$ cat config.mk
export PLATFORM = sky130hd
export DESIGN_NAME = multicycle_ctrl_fsm
export DESIGN_NICKNAME = d
export VERILOG_FILES = /design/src/rtl/multicycle_ctrl_fsm.sv
export SDC_FILE = /design/constraint.sdc
export NUM_CORES = 1
export LEC_CHECK = 0
export CORE_MARGIN = 2
export CORE_UTILIZATION = 40
export DETAILED_ROUTE_END_ITERATION = 10
export PLACE_DENSITY = 0.68
export SETUP_SLACK_MARGIN = 0.4
export SLEW_MARGIN = 20
export SYNTH_ARGS = -nofsm -noshare
export SYNTH_HDL_FRONTEND = slang
export SYNTH_SLANG_ARGS = --single-unit
export TNS_END_PERCENT = 10
$ cat constraint.sdc
create_clock -name clk -period 5.3 [get_ports clk]
set_input_delay 0.53 -clock clk [delete_from_list [all_inputs] [get_ports clk]]
set_output_delay 0.53 -clock clk [all_outputs]
set_load 0.01 [all_outputs]
$ cat src/rtl/multicycle_ctrl_fsm.sv
`default_nettype none
// ============================================================================
// Module      : multicycle_ctrl_fsm
// Description : Multi-cycle MIPS control FSM. Sequences one instruction over
//               3-5 cycles (fetch/decode/execute/memory/writeback), drives
//               the datapath mux selects and enables, stalls on mem_ready,
//               and provides run/halt, a sticky illegal-opcode flag and a
//               retired-instruction counter.
//               Optional macro MULTICYCLE_BNE_EN adds a BRANCH_NE state and
//               the branch_ne output for opcode 000101.
// Revision    : 1.0 - initial release
// ============================================================================
module multicycle_ctrl_fsm #(
    parameter int OPCODE_W        = 6,
    parameter int ALUOP_W         = 2,
    parameter int CNT_W           = 32,
    parameter int STOP_ON_ILLEGAL = 0
) (
    input  logic                clk,
    input  logic                reset,
    input  logic                run,
    input  logic [OPCODE_W-1:0] opcode,
    input  logic                mem_ready,
    output logic                pc_write,
    output logic                pc_write_cond,
    output logic                i_or_d,
    output logic                mem_read,
    output logic                mem_write,
    output logic                ir_write,
    output logic                mem_to_reg,
    output logic                reg_dst,
    output logic                reg_write,
    output logic                alu_src_a,
    output logic [1:0]          alu_src_b,
    output logic [ALUOP_W-1:0]  alu_op,
    output logic [1:0]          pc_source,
    output logic                halted,
    output logic                illegal,
`ifdef MULTICYCLE_BNE_EN
    output logic                branch_ne,
`endif
    output logic [3:0]          state_dbg,
    output logic [CNT_W-1:0]    instr_count
);

    // State encodings (visible on state_dbg)
    localparam logic [3:0] c_S_IDLE      = 4'd0;
    localparam logic [3:0] c_S_FETCH     = 4'd1;
    localparam logic [3:0] c_S_DECODE    = 4'd2;
    localparam logic [3:0] c_S_MEMADR    = 4'd3;
    localparam logic [3:0] c_S_MEMRD     = 4'd4;
    localparam logic [3:0] c_S_MEMWB     = 4'd5;
    localparam logic [3:0] c_S_MEMWR     = 4'd6;
    localparam logic [3:0] c_S_RTYPE_EX  = 4'd7;
    localparam logic [3:0] c_S_RTYPE_WB  = 4'd8;
    localparam logic [3:0] c_S_ADDI_EX   = 4'd9;
    localparam logic [3:0] c_S_ADDI_WB   = 4'd10;
    localparam logic [3:0] c_S_BRANCH    = 4'd11;
    localparam logic [3:0] c_S_JUMP      = 4'd12;
    localparam logic [3:0] c_S_HALT      = 4'd13;
`ifdef MULTICYCLE_BNE_EN
    localparam logic [3:0] c_S_BRANCH_NE = 4'd14;
`endif

    // Opcode values recognised in DECODE
    localparam logic [OPCODE_W-1:0] c_OP_RTYPE = OPCODE_W'(6'b000000);
    localparam logic [OPCODE_W-1:0] c_OP_ADDI  = OPCODE_W'(6'b001000);
    localparam logic [OPCODE_W-1:0] c_OP_LW    = OPCODE_W'(6'b100011);
    localparam logic [OPCODE_W-1:0] c_OP_SW    = OPCODE_W'(6'b101011);
    localparam logic [OPCODE_W-1:0] c_OP_BEQ   = OPCODE_W'(6'b000100);
    localparam logic [OPCODE_W-1:0] c_OP_J     = OPCODE_W'(6'b000010);
    localparam logic [OPCODE_W-1:0] c_OP_HALT  = OPCODE_W'(6'b111111);
`ifdef MULTICYCLE_BNE_EN
    localparam logic [OPCODE_W-1:0] c_OP_BNE   = OPCODE_W'(6'b000101);
`endif

    logic [3:0]       r_state;
    logic [3:0]       w_next_state;
    logic [3:0]       w_dec_next;
    logic             w_dec_illegal;
    logic             r_illegal;
    logic [CNT_W-1:0] r_count;

    // State register; reset forces IDLE immediately
    always_ff @(posedge clk or posedge reset) begin
        if (reset) begin
            r_state <= c_S_IDLE;
        end else begin
            r_state <= w_next_state;
        end
    end

    // Opcode decode: target state after DECODE and illegal detection
    always_comb begin
        w_dec_illegal = 1'b0;
        w_dec_next    = c_S_FETCH;
        case (opcode)
            c_OP_RTYPE:       w_dec_next = c_S_RTYPE_EX;
            c_OP_ADDI:        w_dec_next = c_S_ADDI_EX;
            c_OP_LW, c_OP_SW: w_dec_next = c_S_MEMADR;
            c_OP_BEQ:         w_dec_next = c_S_BRANCH;
`ifdef MULTICYCLE_BNE_EN
            c_OP_BNE:         w_dec_next = c_S_BRANCH_NE;
`endif
            c_OP_J:           w_dec_next = c_S_JUMP;
            c_OP_HALT:        w_dec_next = c_S_HALT;
            default: begin
                w_dec_illegal = 1'b1;
                w_dec_next    = (STOP_ON_ILLEGAL != 0) ? c_S_HALT : c_S_FETCH;
            end
        endcase
    end

    // Next-state logic
    always_comb begin
        w_next_state = r_state;
        case (r_state)
            c_S_IDLE:     w_next_state = run ? c_S_FETCH : c_S_IDLE;
            c_S_FETCH:    w_next_state = mem_ready ? c_S_DECODE : c_S_FETCH;
            c_S_DECODE:   w_next_state = w_dec_next;
            // IR holds the opcode, so only lw vs. anything else matters here
            c_S_MEMADR:   w_next_state = (opcode == c_OP_LW) ? c_S_MEMRD : c_S_MEMWR;
            c_S_MEMRD:    w_next_state = mem_ready ? c_S_MEMWB : c_S_MEMRD;
            c_S_MEMWB:    w_next_state = c_S_FETCH;
            c_S_MEMWR:    w_next_state = mem_ready ? c_S_FETCH : c_S_MEMWR;
            c_S_RTYPE_EX: w_next_state = c_S_RTYPE_WB;
            c_S_RTYPE_WB: w_next_state = c_S_FETCH;
            c_S_ADDI_EX:  w_next_state = c_S_ADDI_WB;
            c_S_ADDI_WB:  w_next_state = c_S_FETCH;
            c_S_BRANCH:   w_next_state = c_S_FETCH;
`ifdef MULTICYCLE_BNE_EN
            c_S_BRANCH_NE: w_next_state = c_S_FETCH;
`endif
            c_S_JUMP:     w_next_state = c_S_FETCH;
            c_S_HALT:     w_next_state = c_S_HALT;
            default:      w_next_state = c_S_IDLE;
        endcase
    end

    // Moore output decode; FETCH write enables wait for the memory
    always_comb begin
        pc_write      = 1'b0;
        pc_write_cond = 1'b0;
        i_or_d        = 1'b0;
        mem_read      = 1'b0;
        mem_write     = 1'b0;
        ir_write      = 1'b0;
        mem_to_reg    = 1'b0;
        reg_dst       = 1'b0;
        reg_write     = 1'b0;
        alu_src_a     = 1'b0;
        alu_src_b     = 2'b00;
        alu_op        = '0;
        pc_source     = 2'b00;
        halted        = 1'b0;
`ifdef MULTICYCLE_BNE_EN
        branch_ne     = 1'b0;
`endif
        case (r_state)
            c_S_FETCH: begin
                mem_read  = 1'b1;
                alu_src_b = 2'b01;
                ir_write  = mem_ready;
                pc_write  = mem_ready;
            end
            c_S_DECODE: begin
                alu_src_b = 2'b11;
            end
            c_S_MEMADR, c_S_ADDI_EX: begin
                alu_src_a = 1'b1;
                alu_src_b = 2'b10;
            end
            c_S_MEMRD: begin
                mem_read = 1'b1;
                i_or_d   = 1'b1;
            end
            c_S_MEMWB: begin
                reg_write  = 1'b1;
                mem_to_reg = 1'b1;
            end
            c_S_MEMWR: begin
                mem_write = 1'b1;
                i_or_d    = 1'b1;
            end
            c_S_RTYPE_EX: begin
                alu_src_a = 1'b1;
                alu_op    = ALUOP_W'(2'b10);
            end
            c_S_RTYPE_WB: begin
                reg_write = 1'b1;
                reg_dst   = 1'b1;
            end
            c_S_ADDI_WB: begin
                reg_write = 1'b1;
            end
            c_S_BRANCH: begin
                alu_src_a     = 1'b1;
                alu_op        = ALUOP_W'(2'b01);
                pc_write_cond = 1'b1;
                pc_source     = 2'b01;
            end
`ifdef MULTICYCLE_BNE_EN
            c_S_BRANCH_NE: begin
                alu_src_a     = 1'b1;
                alu_op        = ALUOP_W'(2'b01);
                pc_write_cond = 1'b1;
                pc_source     = 2'b01;
                branch_ne     = 1'b1;
            end
`endif
            c_S_JUMP: begin
                pc_write  = 1'b1;
                pc_source = 2'b10;
            end
            c_S_HALT: begin
                halted = 1'b1;
            end
            default: ;
        endcase
    end

    // Sticky illegal flag and retired-fetch counter (wraps naturally)
    always_ff @(posedge clk or posedge reset) begin
        if (reset) begin
            r_illegal <= 1'b0;
            r_count   <= '0;
        end else begin
            if (r_state == c_S_DECODE && w_dec_illegal) begin
                r_illegal <= 1'b1;
            end
            if (r_state == c_S_FETCH && mem_ready) begin
                r_count <= r_count + CNT_W'(1);
            end
        end
    end

    assign illegal     = r_illegal;
    assign instr_count = r_count;
    assign state_dbg   = r_state;

endmodule
`default_nettype wire

==> summary.md, run 1 <==
| Metric | Value |
|---|---|
| Seq pwr share | 41.7% |
| Vias in the first global route | 1,629 |
| DR vias | ~1,800 |
| Flops & latches, synth | 37 |
| PnR worst setup slack | 2.44 ns |
| CTS root buffer | clkbuf_8 |
| Share of flip-flops with an asynchronous set or reset | 100% |
| CP Capture Type | output port |
| P_sw | between 300 and 400 uW |
| Hold crit path type | reg2reg |
| Least-Margin Pin Slew | 1.01 ns |
| Syn_area_per_cell | 9.73 um^2 |
| Setup CP Type | reg2out |
| Total power | 938 uW |
| Ratio of cells with drive above 1 in the final layout | about 7.7% |
| Setup crit start kind | flip-flop |
| Final slew viol count | 0 |
| Grt ovf | 0 |
| Port bufs | 63 |
| R2r startpoint | state_dbg[0] |
| Final ANT Viol Nets | 0 |
| Die extent in x | ~76 um |
| Post-cts sizing count | 0 |
| Final worst path period share | 54.0% |
| Latest clock arrival within the worst-skew pair | approximately 0.29 ns |
| WP depth | 5 |
| Gr usage total | 16.0% |
| Slew headroom | 31.8% |
| CP delay by family, top | flip-flops |
| Critical Path Start | state_dbg[0] |
| Critical path buffer and inverter count | 2 |
| Nets | 284 |
| FF-to-FF End | instr_count[21] |
| Sequential-to-total area share from yosys stat | 44.7% |
| Post-synthesis cell type count | 46 |
| Fmax | approximately 350 MHz |
| Residual DRC count | 0 |
| Cells after synthesis | 213 |
| Setup violators final | 0 |
| Top-count cell post-synth | dfrtp_1 |
| CP peak stage delay | 0.77 ns |
| Yosys warnings | 0 |
| Antenna diodes | 0 |
| Hold slack final | ~0.47 ns |
| Status | finished, final reports clean |
| RSZ-0062 raised after global routing | no |
| Setup TNS | 0 ns |
| Peak VDD IR | approximately 0.20 mV |
| Clock Sinks | 37 |
| First-pass GRT wire length | around 7600 um |
| Largest net degree at the start of global routing | 38 |
| Core footprint | 5040 um^2 |
| Critical Path RT | around 4.8 ns |
| Hpwl dp | roughly 3200 um |
| Area contributors post-synth | dfrtp_1, xnor2_1, nand4_1 |
| Final wirelength | about 4500 um |
| Starting Density | about two fifths |
| Number of vias per cell | roughly 5.1 |
| Post-synth EDFFs | 0 |
| Final core occ | 56.5% |
| Int Pwr | ~620 uW |
| Post-place setup slack | 2.71 ns |
| Bufs on Longest Clock Path | 2 |
| Power share of the clock group | 22.6% |
| DR iter-0 viols | 40 |
| PwrDens | ~330 nW/um^2 |
| I/O Pins | 64 |
| Die H | ~76 um |
| Max cap viols | 0 |
| Num rows | 26 |
| Setup bufs post-CTS | 0 |
| DRT Pass-1 Iters | 4 |
| Routability cong. | 0.764 |
| Ys flop type | dfrtp_1 |
| Die area | between 5000 and 6000 um^2 |
| Worst path arrival time | around 2.3 ns |
| H-tree depth | 2 |
| Yosys top cell by area | dfrtp_1 |
| FF-to-FF setup slack | 2.89 ns |
| Clock-pin transition on the worst setup and hold timing paths | 0.08 ns |
| Clk_skew | just over 0.01 ns |
| Post-CTS Hold Buffers | 0 |
| Final hold violation count | 0 |
| Most frequent cells after synthesis | dfrtp_1, xnor2_1, nor2_1 |
| Initial antenna violation count | 0 |
| Critical path cell sequence | nor4b_1, nand2_1, inv_1, or2_2, clkdlybuf4s50_1 |
| Comb power frac | 35.7% |
| Critical path endpoint | pc_write |
| Minimum clock period | 2.86 ns |
| Critical Path Fanout Max | 23 |
| LEAKAGE | 1.15 nW |
| R2R depth | 4 |
| CTS tree | done |
| Total CTS buffers | 5 |
| Hold wc startpoint | instr_count[31] |
| Syn Nets | approximately 220 |
| Cell Area, Synth | 2070 um^2 |
| Area growth from synthesis to layout | 37.3% |
| Slowest cell on the critical path | dfrtp_1 |
| Sw Ratio | 33.4% |
| Wire length per cell | 13.2 um |
| Post-synth top area share | between 40 and 50% |
[worst min-delay path by stage]
stage	depth (start not counted)	slack, ns	end
global route	1	0.50	illegal
global placement	1	0.46	instr_count[31]
finish	1	0.47	instr_count[31]
floorplan	1	0.51	instr_count[31]
detailed placement	1	0.46	instr_count[31]
CTS	1	0.48	instr_count[31]
[flip-flops by register name, indices dropped and copies added (netlist names)]
register     cells
illegal          1
state_dbg        4
instr_count     32
[cell type report]
| cell class | instances | area [um^2] |
|---|---|---|
| fill | 466 | 2200 |
| multi-input combinational | 158 | 1070 |
| sequential | 37 | 926 |
| timing repair buffer | 64 | 638 |
| clock buffer | 7 | 96.3 |
| tap | 70 | 87.6 |
| inverter | 7 | 26.3 |
| clock inverter | 1 | 5.00 |
[worst register-to-register path: stages (launching register included)]
cell     delay, ns
dfrtp_1       0.77
or4b_4        0.59
nor4_2        0.54
nand4_1       0.22
xnor2_1       0.17
[kinds of logic after synthesis]
group / synth area share, %
flops: 44.7
compound gates: 5.91
fa+ha+maj: 1.09
mux: 1.51
buf+inv: 3.86
simple gates: 28.2
xor+xnor: 14.7
[placed cells by master, fill, tap and decap left out, types with 2 or more instances in the layout]
| cell | count |
|---|---|
| clkdlybuf4s50_1 | 63 |
| a21oi_1 | 2 |
| a211oi_1 | 2 |
| nor4b_1 | 2 |
| and2_1 | 2 |
| clkbuf_8 | 7 |
| and3_1 | 3 |
| dfrtp_1 | 37 |
| or2_2 | 4 |
| o21ai_0 | 3 |
| inv_1 | 7 |
| and4_1 | 2 |
| nor4_2 | 3 |
| nand4_1 | 15 |
| xnor2_1 | 26 |
| nand2b_1 | 5 |
| nor3_1 | 11 |
| or3_1 | 3 |
| nor2_1 | 19 |
| nand3_1 | 12 |
| nor4_1 | 2 |
| mux2i_1 | 2 |
| or4_1 | 2 |
| o22ai_1 | 2 |
| o31ai_1 | 2 |
| o21a_1 | 2 |
| xor2_1 | 7 |
| nand2_1 | 10 |
[through the flow]
stage                     instance area [um^2]  cells
after floorplan                           2070    213
after global placement                    2750    336
after detailed placement                  2750    336
after CTS                                 2850    344
after global routing                      2850    344
final                                     2850    344
[metal layers]
| metal | GRT usage (%) | vias up | share of wire, % |
|---|---|---|---|
| li1 | - | 882 | - |
| met1 | 20.0 | 836 | 47 |
| met3 | 4.86 | 5 | 6.0 |
| met2 | 26.6 | 46 | 46 |
| met5 | 0 | - | 0 |
| met4 | 4.91 | 0 | 1.4 |
[power groups by stage]
stage / clock (mW) / sequential, mW / combinational (mW)
after global placement: 0 / 0.398 / 0.338
after detailed placement: 0 / 0.395 / 0.334
after global routing: 0.230 / 0.403 / 0.367
final: 0.212 / 0.391 / 0.335
after CTS: 0.219 / 0.390 / 0.339
after floorplan: 0 / 0.363 / 0.211
Power figures use the tool's default switching activity.
==> run 2, diff against run 1 <==
--- a/config.mk
+++ b/config.mk
@@ -8,7 +8,7 @@
 export CORE_MARGIN = 2
 export CORE_UTILIZATION = 40
 export DETAILED_ROUTE_END_ITERATION = 10
-export PLACE_DENSITY = 0.68
+export PLACE_DENSITY = 0.71
 export SETUP_SLACK_MARGIN = 0.4
 export SLEW_MARGIN = 20
 export SYNTH_ARGS = -nofsm -noshare
==> constraint.sdc (replaced) <==
create_clock -name clk -period 2.6 [get_ports clk]
set_input_delay 0.26 -clock clk [delete_from_list [all_inputs] [get_ports clk]]
set_output_delay 0.26 -clock clk [all_outputs]
set_load 0.01 [all_outputs]
==> summary.md, run 2 (same netlist as run 1, synthesis figures left out) <==
| Metric | Value |
|---|---|
| Final core occ | 57.3% (+0.87 points) |
| Post-place setup slack | 0.440 ns (-2.27 ns) |
| R2R depth | 5 (+1) |
| Number of vias per cell | 5.13 (-0.22%) |
| Hold crit path type | in2async |
| Critical path endpoint | instr_count[21] |
| Fin cells | 351 (+2.0%) |
| Final hold violation count | 0 (unchanged) |
| Critical Path RT | 2.76 ns (-2.01 ns) |
| DR iter-0 viols | 35 (-13%) |
| PnR worst setup slack | 0.417 ns (-2.02 ns) |
| DP Cell Count | 341 (+1.5%) |
| Max reg flops | 32 (unchanged) |
| R2r startpoint | state_dbg[3] |
| Clock Sinks | 37 (unchanged) |
| Initial antenna violation count | 0 (unchanged) |
| Hpwl dp | 3500 um (+8.6%) |
| Area growth from synthesis to layout | 39.4% |
| Latest clock arrival within the worst-skew pair | 0.28 ns (about the same) |
| Clock-pin transition on the worst setup and hold timing paths | 0.07 ns (about the same) |
| Die area | 5780 um^2 (unchanged) |
| Most frequent cells in the layout | clkdlybuf4s50_1, dfrtp_1, xnor2_1, nor2_1, nand4_1 |
| Nets | 291 (+2.5%) |
| Post-CTS Hold Buffers | 0 (unchanged) |
| Fmax | between 400 and 500 MHz |
| Gr usage total | 16.8% (+0.89 points) |
| RSZ-0062 raised after global routing | yes |
| Clk_skew | 0.00523 ns (-0.00484 ns) |
| Max cap viols | 0 (unchanged) |
| Wire length per cell | 13.8 um (+4.3%) |
| Peak VDD IR | 0.419 mV (+110%) |
| Setup TNS | 0 ns (unchanged) |
| Least-Margin Pin Slew | 0.644 ns (-0.370 ns) |
| FF-to-FF setup slack | 0.42 ns (-2.47 ns) |
| Bufs on Longest Clock Path | 2 (unchanged) |
| Grt ovf | 0 (unchanged) |
| Largest net degree at the start of global routing | 38 (unchanged) |
| I/O Pins | 64 (unchanged) |
| Total CTS buffers | 5 (unchanged) |
| FF-to-FF End | instr_count[21] |
| Slew headroom | 56.7% (+25 points) |
| PwrDens | 660 nW/um^2 (+100%) |
| DR vias | 1,801 (+1.8%) |
| Die H | 76.0 um (unchanged) |
| Worst path arrival time | 2.34 ns (about the same) |
| Core footprint | 5040 um^2 (unchanged) |
| Minimum clock period | around 2.2 ns |
| First-pass GRT wire length | 7940 um (+4.5%) |
| Starting Density | 41.1% (unchanged) |
| CTS root buffer | clkbuf_8 |
| Num rows | 26 (unchanged) |
| Die extent in x | 76.0 um (unchanged) |
| CP Capture Type | flip-flop |
| Final wirelength | 4840 um (+6.4%) |
| Routability cong. | 0.757 (-0.83%) |
| LEAKAGE | 1.19 nW (+3.6%) |
| Final ANT Viol Nets | 0 (unchanged) |
| Critical Path Fanout Max | 6 (-74%) |
| Port bufs | 63 (unchanged) |
| Setup CP Type | reg2reg |
| DRT Pass-1 Iters | 4 (unchanged) |
| Ratio of cells with drive above 1 in the final layout | 9.96% (+2.3 points) |
| Critical Path Start | state_dbg[3] |
| Total power | 1.91 mW (+100%) |
| Final worst path period share | 84.0% |
| Vias in the first global route | 1,718 (+5.5%) |
| H-tree depth | 2 (unchanged) |
| Commonest non-fill, non-tap cell in the layout | clkdlybuf4s50_1 |
| CTS tree | done |
| Antenna diodes | 0 (unchanged) |
| Status | finished, final reports clean |
| Residual DRC count | 0 (unchanged) |
| Setup crit start kind | flip-flop |
| Setup violators final | 0 (unchanged) |
| Final slew viol count | 0 (unchanged) |
run 2: cell types whose count changed in the layout (fill, tap and decap cells not counted):
cell / previous run / this run
nand2b_1: 5 / 4
clkdlybuf4s50_1: 63 / 62
dfrtp_2: 0 / 1
buf_4: 1 / 8
clkbuf_1: 0 / 3
clkbuf_8: 7 / 5
dlymetal6s2s_1: 0 / 1
clkinv_2: 1 / 0
nor4b_2: 0 / 1
nand2b_2: 0 / 1
dfrtp_1: 37 / 36
nor4b_1: 2 / 1
run 2: per-layer routing:
metal	track usage (%)	part of all wire, %
met2	29.0	48
met1	20.2	46
met3	4.98	5.2
met5	0	0
met4	5.82	0.72
run 2: area by class of cell:
| class | instances | area, um^2 |
|---|---|---|
| Clock buffer | 8 | 80.1 |
| Fill cell | 443 | 2150 |
| Inverter | 7 | 26.3 |
| Multi-Input combinational cell | 158 | 1080 |
| Sequential cell | 37 | 927 |
| Tap cell | 70 | 87.6 |
| Timing Repair Buffer | 71 | 693 |
run 2: metrics by stage:
stage	cell area (um^2)	hold slack, ns
4_1_cts	2880	0.399
2_1_floorplan	2070	0.440
3_3_place_gp	2780	0.461
5_1_grt	2890	0.450
3_5_place_dp	2780	0.463
6_report	2890	0.382
run 2: repair_timing:
item | CTS | global route
resized for setup | 1 | 3
endpoints found under the setup margin | 3 | 15
setup buffers | 2 | 0
run 2: worst min-delay path by stage:
| stage | startpoint | endpoint | slack (ns) | cells after the start |
|---|---|---|---|---|
| 6_report | reset | illegal | 0.38 | 3 |
| 5_1_grt | reset | illegal | 0.45 | 3 |
| 3_3_place_gp | instr_count[31] | instr_count[31] | 0.46 | 1 |
| 4_1_cts | reset | illegal | 0.40 | 3 |
| 2_1_floorplan | reset | illegal | 0.44 | 1 |
| 3_5_place_dp | instr_count[31] | instr_count[31] | 0.46 | 1 |
run 2: worst max-delay path, stage by stage, from the launching register on:
cell and delay (ns):
dfrtp_1 0.43, buf_4 0.15, or4b_4 0.54, nor4_2 0.54
nand4_1 0.21, xnor2_1 0.18
run 2: power by group:
group | internal [mW] | total [mW] | switching (mW) | leakage, nW
registers | 0.640 | 0.717 | 0.0774 | 0.489
logic | 0.437 | 0.818 | 0.381 | 0.658
clock network | 0.190 | 0.373 | 0.182 | 0.0395
==> run 3, diff against run 2 <==
==> constraint.sdc (replaced) <==
create_clock -name clk -period 1.95 [get_ports clk]
set_input_delay 0.195 -clock clk [delete_from_list [all_inputs] [get_ports clk]]
set_output_delay 0.195 -clock clk [all_outputs]
set_load 0.01 [all_outputs]
==> summary.md, run 3 (same netlist as run 1, synthesis figures left out) <==
| Metric | Value |
|---|---|
| I/O Pins | 64 (unchanged) |
| Grt ovf | 0 (unchanged) |
| Clk_skew | 0.00473 ns (-0.000505 ns) |
| Seq pwr share | 34.1% (-3.5 points) |
| Critical path buffer and inverter count | 0 (-1) |
| Die extent in x | 76.0 um (unchanged) |
| H-tree depth | 2 (unchanged) |
| Largest net degree at the start of global routing | 38 (unchanged) |
| Nets | 316 (+8.6%) |
| DR iter-0 viols | 91 (+160%) |
| Most frequent cells in the layout | clkdlybuf4s50_1, dfrtp_1, buf_4, xnor2_1, nor2_1 |
| Final hold violation count | 0 (unchanged) |
| CTS root buffer | clkbuf_8 |
| Least-Margin Pin Slew | 0.453 ns (-0.191 ns) |
| Num rows | 26 (unchanged) |
| Critical Path Fanout Max | 6 (unchanged) |
| Comb power frac | 46.9% (+4.0 points) |
| Setup CP Type | reg2reg |
| CP peak stage delay | 0.60 ns (+0.06 ns) |
| DR vias | 1,917 (+6.4%) |
| FILL cells | 441 (-0.45%) |
| Power share of the clock group | 18.9% (-0.6 points) |
| Port bufs | 63 (unchanged) |
| Commonest non-fill, non-tap cell in the layout | clkdlybuf4s50_1 |
| Int Pwr | 1.79 mW (+41%) |
| LEAKAGE | 1.40 nW (+18%) |
| Final worst path period share | 96.9% (+13 points) |
| DRT Pass-1 Iters | 4 (unchanged) |
| Slew headroom | 69.8% (+13 points) |
| Final wirelength | 4990 um (+3.1%) |
| Post-CTS Hold Buffers | 0 (unchanged) |
| CP Capture Type | flip-flop |
| Ratio of cells with drive above 1 in the final layout | 21.6% (+12 points) |
| Routability cong. | 0.823 (+8.7%) |
| Total power | 2.74 mW (+44%) |
| Residual DRC count | 0 (unchanged) |
| Max reg flops | 32 (unchanged) |
| Vias in the first global route | 1,833 (+6.7%) |
| Critical Path RT | 2.12 ns (-0.64 ns) |
| Total CTS buffers | 5 (unchanged) |
| Antenna diodes | 0 (unchanged) |
| Core footprint | 5040 um^2 (unchanged) |
| Minimum clock period | 1.89 ns (-0.293 ns) |
| Hold slack final | 0.304 ns (-0.0780 ns) |
| Initial antenna violation count | 0 (unchanged) |
| Peak VDD IR | 0.608 mV (+45%) |
| First-pass GRT wire length | 8370 um (+5.5%) |
| P_sw | 952 uW (+49%) |
| Setup crit start kind | flip-flop |
| Fmax | 529 MHz (+16%) |
| Setup violators final | 0 (unchanged) |
| Die area | 5780 um^2 (unchanged) |
| RSZ-0062 raised after global routing | yes |
| Setup TNS | 0 ns (unchanged) |
| Final slew viol count | 0 (unchanged) |
| Hpwl dp | 3540 um (+1.1%) |
| Bufs on Longest Clock Path | 2 (unchanged) |
| Final ANT Viol Nets | 0 (unchanged) |
| Die H | 76.0 um (unchanged) |
| Hold crit path type | in2async |
| Area growth from synthesis to layout | 51.2% |
| Worst path arrival time | 2.06 ns (-0.28 ns) |
| Status | finished, final reports clean |
| Gr usage total | 17.4% (+0.55 points) |
| Slowest cell on the critical path | or4b_4 |
| Final core occ | 62.2% (+4.9 points) |
| Clock Sinks | 37 (unchanged) |
| Sw Ratio | 34.7% (+1.1 points) |
| Clock-pin transition on the worst setup and hold timing paths | 0.07 ns (about the same) |
| Max cap viols | 0 (unchanged) |
| Number of vias per cell | 5.10 (-0.64%) |
| Starting Density | 41.1% (unchanged) |
| Latest clock arrival within the worst-skew pair | 0.29 ns (about the same) |
| CP delay by family, top | simple AND/OR/NAND/NOR gates |
| CTS tree | done |
| Critical path cell sequence | or4b_4, or4_4, nand2b_4, xnor2_2 |
| Wire length per cell | 13.3 um (-3.8%) |
| PwrDens | 874 nW/um^2 (+32%) |
==> run 3: changes by cell type in the layout (fill, tap and decap cells not counted), moves of 2 or more <==
| cell | previous run | this run |
|---|---|---|
| nand2_1 | 10 | 8 |
| dlygate4sd2_1 | 0 | 13 |
| nor4_2 | 3 | 1 |
| buf_2 | 0 | 2 |
| nand2_4 | 0 | 2 |
| clkdlybuf4s50_1 | 62 | 46 |
| buf_6 | 0 | 4 |
| nor4_4 | 0 | 2 |
| buf_4 | 8 | 30 |
| clkbuf_1 | 3 | 0 |
| clkinv_2 | 0 | 2 |
==> run 3: layout make-up <==
class,instances,area (um^2),share of cell area (%)
clock buffers,5,68.8,2.19
clock inverters,3,17.5,0.559
inverters,7,26.3,0.838
multi-input cells,158,1140,36.5
flip-flops and latches,37,926,29.5
well taps,70,87.6,2.79
repair buffers,96,866,27.6
==> run 3: layer usage <==
metal  up-vias  part of all wire (%)  track usage (%)
met5         -                     0                0
met4         0                   1.5             5.45
met3        10                   5.7             4.15
met2        55                    48             29.1
met1       913                    45             22.4
li1        939                     -                -
==> run 3: power by group through the flow <==
| stage | combinational (mW) | sequential (mW) | clock [mW] |
|---|---|---|---|
| 2_1_floorplan | 0.574 | 0.987 | 0 |
| 3_3_place_gp | 1.19 | 0.949 | 0 |
| 3_5_place_dp | 1.18 | 0.950 | 0 |
| 4_1_cts | 1.19 | 0.938 | 0.536 |
| 5_1_grt | 1.40 | 0.949 | 0.572 |
| 6_report | 1.29 | 0.936 | 0.519 |
==> run 3: repair_timing <==
action                                  in CTS  in global routing
endpoints found under the setup margin      50                 54
pin swaps                                    2                  5
gates resized for setup                     33                 15
setup buffers                                3                  4
==> run 3: worst paths after layout <==
check / start / end / slack (ns) / depth (start not counted)
min in group clk: instr_count[31] / instr_count[31] / 0.47 / 1
max in group asynchronous: reset / instr_count[23] / 1.33 / 3
min: reset / illegal / 0.30 / 3
max: state_dbg[2] / instr_count[22] / 0.06 / 4
min reg2reg: instr_count[31] / instr_count[31] / 0.47 / 1
max reg2reg: state_dbg[2] / instr_count[22] / 0.06 / 4
==> run 3: worst register-to-register path: cells and delay by family (launching register included) <==
kind / cells / cell delay [ns]
XOR/XNOR: 1 / 0.12
flip-flops: 1 / 0.42
AND/OR/NAND/NOR: 3 / 1.24
==> run 3: stage by stage <==
stage	std cells	cell area, um^2	worst slack [ns]
floorplan	213	2070	-0.0766
global placement	361	2930	0.0629
detailed placement	361	2930	0.0231
CTS	372	3050	0.0868
global route	376	3140	0.0123
finish	376	3140	0.0604
